File: config.mk
export PLATFORM = sky130hd
export DESIGN_NAME = explored_scan_flat
export DESIGN_NICKNAME = d
export VERILOG_FILES = /design/src/rtl/explored_scan_if.sv /design/src/rtl/explored_scan.sv /design/src/flat_wrapper.sv
export SDC_FILE = /design/constraint.sdc
export NUM_CORES = 1
export LEC_CHECK = 0
export CELL_PAD_IN_SITES_DETAIL_PLACEMENT = 1
export CELL_PAD_IN_SITES_GLOBAL_PLACEMENT = 1
export CORE_AREA = 2 2 233 235
export CTS_BUF_LIST = sky130_fd_sc_hd__clkbuf_4 sky130_fd_sc_hd__clkbuf_8 sky130_fd_sc_hd__clkbuf_16
export CTS_CLUSTER_SIZE = 40
export DETAILED_ROUTE_END_ITERATION = 10
export DIE_AREA = 0 0 235 237
export HOLD_SLACK_MARGIN = 0.15
export PLACE_DENSITY = 0.68
export SYNTH_ARGS = -nofsm -noshare
export SYNTH_HDL_FRONTEND = slang
export SYNTH_SLANG_ARGS = --single-unit
export TNS_END_PERCENT = 1
File: constraint.sdc
create_clock -name clk -period 3.2 [get_ports clk]
set_input_delay 0.48 -clock clk [delete_from_list [all_inputs] [get_ports clk]]
set_output_delay 0.48 -clock clk [all_outputs]
set_load 0.005 [all_outputs]
File: src/rtl/explored_scan_if.sv
// explored_scan_if: request/result bundle between the A* control FSM and the
// explored-node search engine. The RAM read port stays as plain module ports.
//
// Handshake: the requester raises start for one cycle together with key_sel,
// query_key and entries. The engine accepts it only while idle (busy=0 and
// done=0). A start seen while busy or during the done cycle is dropped, not
// queued. Completion is the single-cycle done pulse. hit, hit_index and
// hit_record are valid from done onwards and hold until the next accepted start.
interface explored_scan_if #(
    parameter int ADDR_W = 7,
    parameter int REC_W  = 272,
    parameter int KEY_W  = 16
);
    logic              start;
    logic              key_sel;
    logic [KEY_W-1:0]  query_key;
    logic [ADDR_W:0]   entries;
    logic              busy;
    logic              done;
    logic              hit;
    logic [ADDR_W:0]   hit_index;
    logic [REC_W-1:0]  hit_record;

    modport master (
        output start, key_sel, query_key, entries,
        input  busy, done, hit, hit_index, hit_record
    );

    modport slave (
        input  start, key_sel, query_key, entries,
        output busy, done, hit, hit_index, hit_record
    );
endinterface

File: src/rtl/explored_scan.sv
// explored_scan: pipelined linear search over the explored-node RAM, one entry
// per clock. It returns the lowest matching address and its record. On a miss
// it returns the first free slot instead.
// Optional build macro: EXPLORED_SCAN_SENTINEL_EN. When it is defined, a
// compared entry whose selected key is zero (and does not match) ends the scan
// as a miss at that address.
module explored_scan #(
    parameter int DEPTH    = 128,
    parameter int ADDR_W   = $clog2(DEPTH),
    parameter int REC_W    = 272,
    parameter int KEY_W    = 16,
    parameter int KEY0_LSB = 224,
    parameter int KEY1_LSB = 208
) (
    input  logic              clk,
    input  logic              reset,
    explored_scan_if.slave    bus,
    output logic [ADDR_W-1:0] rd_addr,
    input  logic [REC_W-1:0]  rd_data,
    output logic [1:0]        state_dbg
);

    typedef enum logic [1:0] {
        S_IDLE  = 2'd0,
        S_SCAN  = 2'd1,
        S_DRAIN = 2'd2,
        S_DONE  = 2'd3
    } state_t;

    // Address arithmetic is ADDR_W+1 wide so that entries == DEPTH does not wrap.
    localparam logic [ADDR_W:0] DEPTH_W = (ADDR_W+1)'(DEPTH);

    state_t              state_q;
    state_t              state_d;

    logic                key_sel_q;
    logic [KEY_W-1:0]    query_q;
    logic [ADDR_W:0]     entries_q;

    logic [ADDR_W-1:0]   addr_q;
    logic [ADDR_W-1:0]   cmp_addr_q;
    logic                cmp_valid_q;

    logic                hit_q;
    logic [ADDR_W:0]     hit_index_q;
    logic [REC_W-1:0]    hit_record_q;

    logic [ADDR_W:0]     entries_clamped;
    logic [ADDR_W:0]     last_addr;
    logic                last_issue;
    logic [KEY_W-1:0]    sel_key;
    logic                compare_active;
    logic                match;
    logic                sentinel;

    // Clamp the requested length and evaluate the compare stage on the returning read data.
    always_comb begin
        entries_clamped = (bus.entries > DEPTH_W) ? DEPTH_W : bus.entries;
        last_addr       = entries_q - (ADDR_W+1)'(1);
        last_issue      = ({1'b0, addr_q} == last_addr);
        sel_key         = key_sel_q ? rd_data[KEY1_LSB +: KEY_W]
                                    : rd_data[KEY0_LSB +: KEY_W];
        // The first SCAN cycle has no data back yet, so cmp_valid_q gates it.
        compare_active  = cmp_valid_q && ((state_q == S_SCAN) || (state_q == S_DRAIN));
        match           = compare_active && (sel_key == query_q);
`ifdef EXPLORED_SCAN_SENTINEL_EN
        sentinel        = compare_active && !match && (sel_key == '0);
`else
        sentinel        = 1'b0;
`endif
    end

    // Next-state logic: a hit or sentinel ends the scan at once, before the address range is exhausted.
    always_comb begin
        state_d = state_q;
        case (state_q)
            S_IDLE: begin
                if (bus.start) begin
                    state_d = (entries_clamped == '0) ? S_DONE : S_SCAN;
                end
            end
            S_SCAN: begin
                if (match || sentinel) begin
                    state_d = S_DONE;
                end else if (last_issue) begin
                    state_d = S_DRAIN;
                end
            end
            S_DRAIN: begin
                state_d = S_DONE;
            end
            S_DONE: begin
                state_d = S_IDLE;
            end
            default: begin
                state_d = S_IDLE;
            end
        endcase
    end

    // State register; reset abandons any scan in flight without a done pulse.
    always_ff @(posedge clk) begin
        if (!reset) begin
            state_q <= S_IDLE;
        end else begin
            state_q <= state_d;
        end
    end

    // Datapath: latch arguments, step the read address, pipeline the compare and capture the result.
    always_ff @(posedge clk) begin
        if (!reset) begin
            key_sel_q    <= 1'b0;
            query_q      <= '0;
            entries_q    <= '0;
            addr_q       <= '0;
            cmp_addr_q   <= '0;
            cmp_valid_q  <= 1'b0;
            hit_q        <= 1'b0;
            hit_index_q  <= '0;
            hit_record_q <= '0;
        end else begin
            // The compare stage always looks at the address issued one cycle earlier.
            cmp_valid_q <= (state_q == S_SCAN);
            cmp_addr_q  <= addr_q;

            // Increment only while scanning. Hold the last address through DRAIN, otherwise park at 0.
            if ((state_q == S_SCAN) && (state_d == S_SCAN)) begin
                addr_q <= addr_q + ADDR_W'(1);
            end else if (state_d != S_DRAIN) begin
                addr_q <= '0;
            end

            // Preload the miss result on accept, so that a scan running off the end needs no extra update.
            if ((state_q == S_IDLE) && bus.start) begin
                key_sel_q    <= bus.key_sel;
                query_q      <= bus.query_key;
                entries_q    <= entries_clamped;
                hit_q        <= 1'b0;
                hit_index_q  <= entries_clamped;
                hit_record_q <= '0;
            end

            if (match) begin
                hit_q        <= 1'b1;
                hit_index_q  <= {1'b0, cmp_addr_q};
                hit_record_q <= rd_data;
            end else if (sentinel) begin
                hit_index_q  <= {1'b0, cmp_addr_q};
            end
        end
    end

    assign rd_addr        = addr_q;
    assign state_dbg      = state_q;
    assign bus.busy       = (state_q == S_SCAN) || (state_q == S_DRAIN);
    assign bus.done       = (state_q == S_DONE);
    assign bus.hit        = hit_q;
    assign bus.hit_index  = hit_index_q;
    assign bus.hit_record = hit_record_q;

endmodule

File: src/flat_wrapper.sv
// flat-port wrapper written by rule: the top's interface ports become plain ports
module explored_scan_flat 
#(
    parameter int DEPTH    = 128,
    parameter int ADDR_W   = $clog2(DEPTH),
    parameter int REC_W    = 272,
    parameter int KEY_W    = 16,
    parameter int KEY0_LSB = 224,
    parameter int KEY1_LSB = 208
)
  (clk, reset, rd_addr, rd_data, state_dbg, bus_start, bus_key_sel, bus_query_key, bus_entries, bus_busy, bus_done, bus_hit, bus_hit_index, bus_hit_record);
  explored_scan_if #(.ADDR_W(ADDR_W), .REC_W(REC_W), .KEY_W(KEY_W)) bus_i ();
  input  logic clk;
  input  logic reset;
  output logic [ADDR_W-1:0] rd_addr;
  input  logic [REC_W-1:0] rd_data;
  output logic [1:0] state_dbg;
  input wire logic [$bits(bus_i.start)-1:0] bus_start;
  input wire logic [$bits(bus_i.key_sel)-1:0] bus_key_sel;
  input wire logic [$bits(bus_i.query_key)-1:0] bus_query_key;
  input wire logic [$bits(bus_i.entries)-1:0] bus_entries;
  output wire logic [$bits(bus_i.busy)-1:0] bus_busy;
  output wire logic [$bits(bus_i.done)-1:0] bus_done;
  output wire logic [$bits(bus_i.hit)-1:0] bus_hit;
  output wire logic [$bits(bus_i.hit_index)-1:0] bus_hit_index;
  output wire logic [$bits(bus_i.hit_record)-1:0] bus_hit_record;
  assign bus_i.start = bus_start;
  assign bus_i.key_sel = bus_key_sel;
  assign bus_i.query_key = bus_query_key;
  assign bus_i.entries = bus_entries;
  assign bus_busy = bus_i.busy;
  assign bus_done = bus_i.done;
  assign bus_hit = bus_i.hit;
  assign bus_hit_index = bus_i.hit_index;
  assign bus_hit_record = bus_i.hit_record;
  explored_scan #(.DEPTH(DEPTH), .ADDR_W(ADDR_W), .REC_W(REC_W), .KEY_W(KEY_W), .KEY0_LSB(KEY0_LSB), .KEY1_LSB(KEY1_LSB)) u_core (.clk(clk), .reset(reset), .bus(bus_i), .rd_addr(rd_addr), .rd_data(rd_data), .state_dbg(state_dbg));
endmodule
==> results.cfg, run 1 <==
[drt]
post-route-drc-count = 0
route.antenna.remaining_nets = 0
wirelength_mm = 53.3
drt_first_pass_iters = 4
average_wire_length_per_cell_after_detail_routing_um = 19.2
avgViaCountPerCell = 4.71
vias = 13037
dr.first_iter.drc_count = 601

[grt]
grt_max_degree = 145
globalRoute.totalOverflow = 0
grt_pass1_vias = 13670
global_route_wire_length_before_repair_mm = 81.7
grt_antenna_before_repair = 11
grt_use_total_pct = 18.4

[hold_path]
min-delay-path-class = flop to flop
min_to = u_core.bus.hit_record[212]
hp-start = u_core.bus.hit_record[212]
number_of_cells_on_the_worst_hold_path = 2

[synthesis]
muxShareOfSynthArea_pct = 1.29
ys_seq_area_share_pct = 48.8
synthSimpleGateAreaFrac_pct = 22.9
yosys.area_share.adder_pct = 0.662
yosys_warnings = 0
syn_area_cell_um2 = 8.75
synth_top_family_by_area = simple AND/OR/NAND/NOR gates
yosys-top-cells-area = sky130_fd_sc_hd__dfxtp_1 49%, sky130_fd_sc_hd__a21boi_1 12%, sky130_fd_sc_hd__nand3_1 11%, sky130_fd_sc_hd__nand2_1 9.0%, sky130_fd_sc_hd__a21boi_0 5.2%
synth_enable_flop_cells = 0
synth.largest_area_cell = sky130_fd_sc_hd__dfxtp_1
synth-compound-area-share_pct = 19.3
postSynthCellCount = 1514
synth_cell_types = 46
async_reset_ff_share_pct = 0
postSynthRegisterBits = 323
synth_top_flop_cell = sky130_fd_sc_hd__dfxtp_1
synth_nets = 1821
synthesis.area_mm2 = 0.0132
synth_top_area_share_pct = 48.8
synth-xor-area-share_pct = 1.59

[finish]
multi_input_comb_area_mm2 = 0.00606
final_core_util_pct = 39.5
finalNetCount = 2346
layout_common_cells = 590 x sky130_fd_sc_hd__clkdlybuf4s50_1, 323 x sky130_fd_sc_hd__dfxtp_1, 315 x sky130_fd_sc_hd__nand2_1
most_common_cell_after_layout_fill_and_taps_aside = sky130_fd_sc_hd__clkdlybuf4s50_1
synthToLayoutAreaGrowth_pct = 58.9
final_layout_size_suffix_gt1_share_pct = 5.28
layout.area.seq_mm2 = 0.00647
fillerInstances = 6063

[clock_tree]
cts_made_buffers = 41
tritoncts = yes
cts_num_sinks = 323
ctsResizeCount = 0
cts.htree.levels = 2
cts_max_path_buffers = 3
path_clk_slew_ns = 0.06
insertion_delay_ns = 0.55
clockRootBuffer = sky130_fd_sc_hd__clkbuf_16
post_cts_buffers = 0
cts-hold-fix-buffers = 0

[run_status]
run_status = finished, final reports clean

[floorplan]
initial_core_util_pct = 24.8
die-area_mm2 = 0.0557
die_y_um = 237
design.portCount = 592
core_region_area_mm2 = 0.0533
die_width_um = 235
std_cell_rows = 85

[sta]
tightest_slew_ns = 0.917
finalHoldViolCount = 0
finalMaxSlewViolations = 0
share_of_the_cycle_needed_by_the_critical_path_after_routing_pct = 89.0
final-setup-viol-count = 0
period_needed_ns = 2.85
setup_slack_ns = 0.353
final.setup.tns_ns = 0
holdWs_ns = 0.459
clock.fmax_mhz = 351
grt_setup_unrepaired = false
slew_headroom_pct = 38.7
final.setup_skew_ns = 0.0129

[critical_path]
worstSetupPathDepth = 9
worstPathCellList = buf_4 > mux2i_1 > xnor2_1 > nor4_1 > and4_4 > buf_12 > buf_4 > nand2_1 > a21boi_1
critPathMostFrequentCell = sky130_fd_sc_hd__buf_4
worstSetupEndpointType = flop
critPathLaunch = u_core.key_sel_q
worst-endpoint-required_ns = 3.67
critical-path-slowest-cell = sky130_fd_sc_hd__dfxtp_1
cp.arrival_ns = 3.32
worst_path_largest_cell_delay_ns = 0.57
worst_r2r_endpoint = u_core.bus.hit_record[109]
critical_path_type = flop to flop
crit_fanout = 36
critPathLaunchType = flop
cpLargestDelayFamily = simple AND/OR/NAND/NOR gates
timing.reg2reg.worst_path_depth = 9
critical_path.reg2reg.startpoint = u_core.key_sel_q
cp.buffers_inverters = 3
worst-r2r-setup-slack_ns = 0.35

[place]
placement.io_buffers = 591
hpwl_mm = 37.6
post_placement_worst_setup_slack_ns = 0.0785
place.gp.congestion = 0.822

[power]
pwr_density_cell_mw_per_mm2 = 507
ir_worst_vdd_v = 0.000383
power.leakage_uw = 0.00700

[run]
cap_violations = 0
[layout make-up]
cell class	count	share of cell area [%]
clock inverters	8	0.256
multi-input cells	1050	28.8
inverters	4	0.0714
flip-flops and latches	323	30.7
diodes	9	0.107
clock buffers	59	5.95
well taps	696	4.14
repair buffers	619	29.9
[Yosys cell counts, types with 14 or more instances]
cell,number
sky130_fd_sc_hd__nor2_1,14
sky130_fd_sc_hd__xnor2_1,18
sky130_fd_sc_hd__and2_1,15
sky130_fd_sc_hd__a21boi_0,91
sky130_fd_sc_hd__buf_6,23
sky130_fd_sc_hd__buf_1,29
sky130_fd_sc_hd__a21boi_1,207
sky130_fd_sc_hd__dfxtp_1,323
sky130_fd_sc_hd__mux2i_1,16
sky130_fd_sc_hd__nand2_1,316
sky130_fd_sc_hd__nand3_1,283
sky130_fd_sc_hd__clkbuf_1,74
[metrics by stage]
| stage | area (µm²) | instances | power (µW) |
|---|---|---|---|
| after global placement | 19700 | 2692 | 6230 |
| after floorplan | 13200 | 1514 | 5360 |
| after CTS | 21000 | 2759 | 10800 |
| final | 21000 | 2768 | 10700 |
| after global routing | 21000 | 2767 | 11200 |
| after detailed placement | 19700 | 2692 | 6250 |
[worst register-to-register path, cell delays in order (launching register included)]
cell                       delay, ns
sky130_fd_sc_hd__dfxtp_1        0.57
sky130_fd_sc_hd__buf_4          0.27
sky130_fd_sc_hd__mux2i_1        0.32
sky130_fd_sc_hd__xnor2_1        0.10
sky130_fd_sc_hd__nor4_1         0.38
sky130_fd_sc_hd__and4_4         0.33
sky130_fd_sc_hd__buf_12         0.23
sky130_fd_sc_hd__buf_4          0.32
sky130_fd_sc_hd__nand2_1        0.09
sky130_fd_sc_hd__a21boi_1       0.15
[routing by layer]
metal	track usage, %	routed length [µm]
met3	5.09	3460
met1	21.7	22300
met5	0	41
met2	31.5	25800
met4	7.21	1650
[where the power goes]
group	leakage, µW	internal [µW]	total, µW	switching, µW
clock network	0.000655	2700	4490	1790
logic	0.00374	816	1960	1140
registers	0.00260	4110	4210	95.8
[kinds of logic after synthesis]
kind of cell             Yosys count
AO/OA/AOI/OAI                    334
multiplexers                      17
flip-flops                       323
XOR/XNOR                          24
buffers and inverters            141
AND/OR/NAND/NOR                  668
adder cells (fa/ha/maj)            7
[sequential cells by signal (all words and copies together) (netlist names)]
name and cells:
u_core.bus.hit_index 8, u_core.entries_q 8, u_core.bus.hit 1, u_core.cmp_valid_q 1, u_core.query_q 16, u_core.key_sel_q 1, u_core.rd_addr 7, u_core.bus.hit_record 272
u_core.cmp_addr_q 7, u_core.state_dbg 2
[how the worst max path moves through the flow]
stage                                             to
after detailed placement  u_core.bus.hit_record[124]
after CTS                 u_core.bus.hit_record[124]
final                     u_core.bus.hit_record[109]
after global placement    u_core.bus.hit_record[103]
after global routing               u_core.rd_addr[6]
after floorplan                    u_core.rd_addr[2]
No activity file was read; power rests on OpenSTA's default activity.
==> inputs of run 2 (changes only) <==
CORE_AREA = 2 2 232 234   (was 2 2 233 235)
DIE_AREA = 0 0 234 236   (was 0 0 235 237)
PLACE_DENSITY = 0.71   (was 0.68)
clock period = 2.6 ns   (was 3.2 ns; I/O delays follow)
==> results.cfg, run 2 (synthesis gave the netlist of run 1 again) <==
[drt]
route.antenna.remaining_nets = 0
average_wire_length_per_cell_after_detail_routing_um = 18.9
post-route-drc-count = 0
vias = 13198
met2RoutedLength_mm = 26.3
avgViaCountPerCell = 4.69
dr.first_iter.drc_count = 556
wl_met3_mm = 3.45
routedLengthMet1_mm = 21.6
wirelength_mm = 53.1
drt_first_pass_iters = 6
top_layer = met4

[critical_path]
cpLargestDelayFamily = multiplexers
critical_path_type = flop to flop
cp.arrival_ns = 2.97
critPathLaunchType = flop
worstPathCellList = buf_12 > mux2i_2 > mux2_2 > nor4_4 > nand4_1 > buf_4 > buf_16 > nand3_1 > a21boi_0
cp.buffers_inverters = 3
worstSetupEndpointType = flop
worst-r2r-setup-slack_ns = 0.04
critical-path-slowest-cell = sky130_fd_sc_hd__dfxtp_2
worst_path_largest_cell_delay_ns = 0.39
worst-endpoint-required_ns = 3.02
crit_fanout = 113

[clock_tree]
cts.htree.levels = 2
cts_made_buffers = 40
tritoncts = yes
path_clk_slew_ns = 0.06
cts-hold-fix-buffers = 0
cts_num_sinks = 323
insertion_delay_ns = 0.54
cts_max_path_buffers = 3
clockRootBuffer = sky130_fd_sc_hd__clkbuf_16

[power]
sequentialPowerShare_pct = 38.0
pwr-share-clk_pct = 42.0
p_int_uw = 9790
pwr_density_cell_mw_per_mm2 = 629
ir_worst_vdd_v = 0.000507
netSwitchingFraction_pct = 27.8
power.leakage_uw = 0.00728
pwr-share-comb_pct = 20.0
p_sw_uw = 3770

[sta]
slew_headroom_pct = 60.5
finalHoldViolCount = 0
grt_setup_unrepaired = true
holdWs_ns = 0.298
share_of_the_cycle_needed_by_the_critical_path_after_routing_pct = 98.4
tightest_slew_ns = 0.592
finalMaxSlewViolations = 0
final.setup_skew_ns = 0.0137
final-setup-viol-count = 0
clock.fmax_mhz = 391
period_needed_ns = 2.56

[finish]
finalNetCount = 2390
final_layout_size_suffix_gt1_share_pct = 7.95
final_core_util_pct = 40.6
fin_area_mm2 = 0.0216
layout_common_cells = 590 x sky130_fd_sc_hd__clkdlybuf4s50_1, 322 x sky130_fd_sc_hd__dfxtp_1, 315 x sky130_fd_sc_hd__nand2_1
flip_flop_count_of_the_largest_register_after_layout = 272
most_common_cell_after_layout_fill_and_taps_aside = sky130_fd_sc_hd__clkdlybuf4s50_1
synthToLayoutAreaGrowth_pct = 62.8

[floorplan]
initial_core_util_pct = 24.9
die_y_um = 236
die-area_mm2 = 0.0552
design.portCount = 592
std_cell_rows = 85
die_width_um = 234
core_region_area_mm2 = 0.0531

[grt]
grt_pass1_vias = 14062
grt_antenna_before_repair = 7
global_route_wire_length_before_repair_mm = 80.8
grt_use_total_pct = 18.5
globalRoute.totalOverflow = 0
grt_max_degree = 114

[hold_path]
min-delay-path-class = input port to flop

[place]
placement.io_buffers = 591
postPlaceCellArea_mm2 = 0.0201
place.gp.congestion = 0.830
hpwl_mm = 38.4

[run]
cap_violations = 0

[run_status]
run_status = finished, final reports clean
[run 2: cell type report]
type,count,area (µm²)
Inverter,4,15.0
Clock buffer,63,1260
Timing Repair Buffer,664,6720
Tap cell,696,871
Clock inverter,8,93.8
Antenna cell,7,17.5
Sequential cell,323,6470
Multi-Input combinational cell,1050,6110
Fill cell,6086,31500
[run 2: what timing repair did]
action                                  4_1_cts  5_1_grt
gates resized for setup                       5       11
setup buffers                                 0        1
pin swaps                                     1        3
endpoints found under the setup margin      144      238
gates cloned                                  0        1
[run 2: power by group through the flow]
stage | Clock (µW) | Combinational [µW] | Sequential (µW)
floorplan | 0 | 1350 | 5250
finish | 5700 | 2710 | 5160
global placement | 0 | 2630 | 5260
global route | 6090 | 2940 | 5170
detailed placement | 0 | 2670 | 5270
CTS | 5900 | 2700 | 5160
[run 2: worst register-to-register path, delay by kind of cell, from the launching register on]
| kind | cells | cell delay [ns] |
|---|---|---|
| DFF | 1 | 0.39 |
| and+or+nand+nor | 3 | 0.70 |
| AOI/OAI and AO/OA | 1 | 0.10 |
| muxes | 2 | 0.68 |
| buffers and inverters | 3 | 0.58 |
[run 2: path summary, 6_finish.rpt]
kind                                                 start                          to  cells past startpoint
worst min-delay path                                 reset  u_core.bus.hit_record[244]                      2
worst min register to register  u_core.bus.hit_record[119]  u_core.bus.hit_record[119]                      2
worst max-delay path                      u_core.key_sel_q    u_core.bus.hit_record[8]                      9
worst max register to register            u_core.key_sel_q    u_core.bus.hit_record[8]                      9
[run 2: layer usage]
layer,vias to the layer above,track usage (%)
met1,6390,21.4
met3,92,4.99
met2,376,32.3
met4,0,6.79
li1,6340,-
met5,-,0
[run 2: metrics by stage]
stage / TNS, ns / worst slack [ns] / power (µW) / instances
6_report: 0 / 0.0419 / 13600 / 2815
5_1_grt: -6.07 / -0.0940 / 14200 / 2815
4_1_cts: 0 / 0.00381 / 13800 / 2806
3_5_place_dp: -65.54 / -0.321 / 7930 / 2735
3_3_place_gp: -46.06 / -0.229 / 7890 / 2735
2_1_floorplan: 0 / 0.257 / 6600 / 1514
==> inputs of run 3 (changes only) <==
SLEW_MARGIN = 20   (was not set)
==> results of run 3 <==
No change in the layout: final DEF, timing and power equal those of run 2.
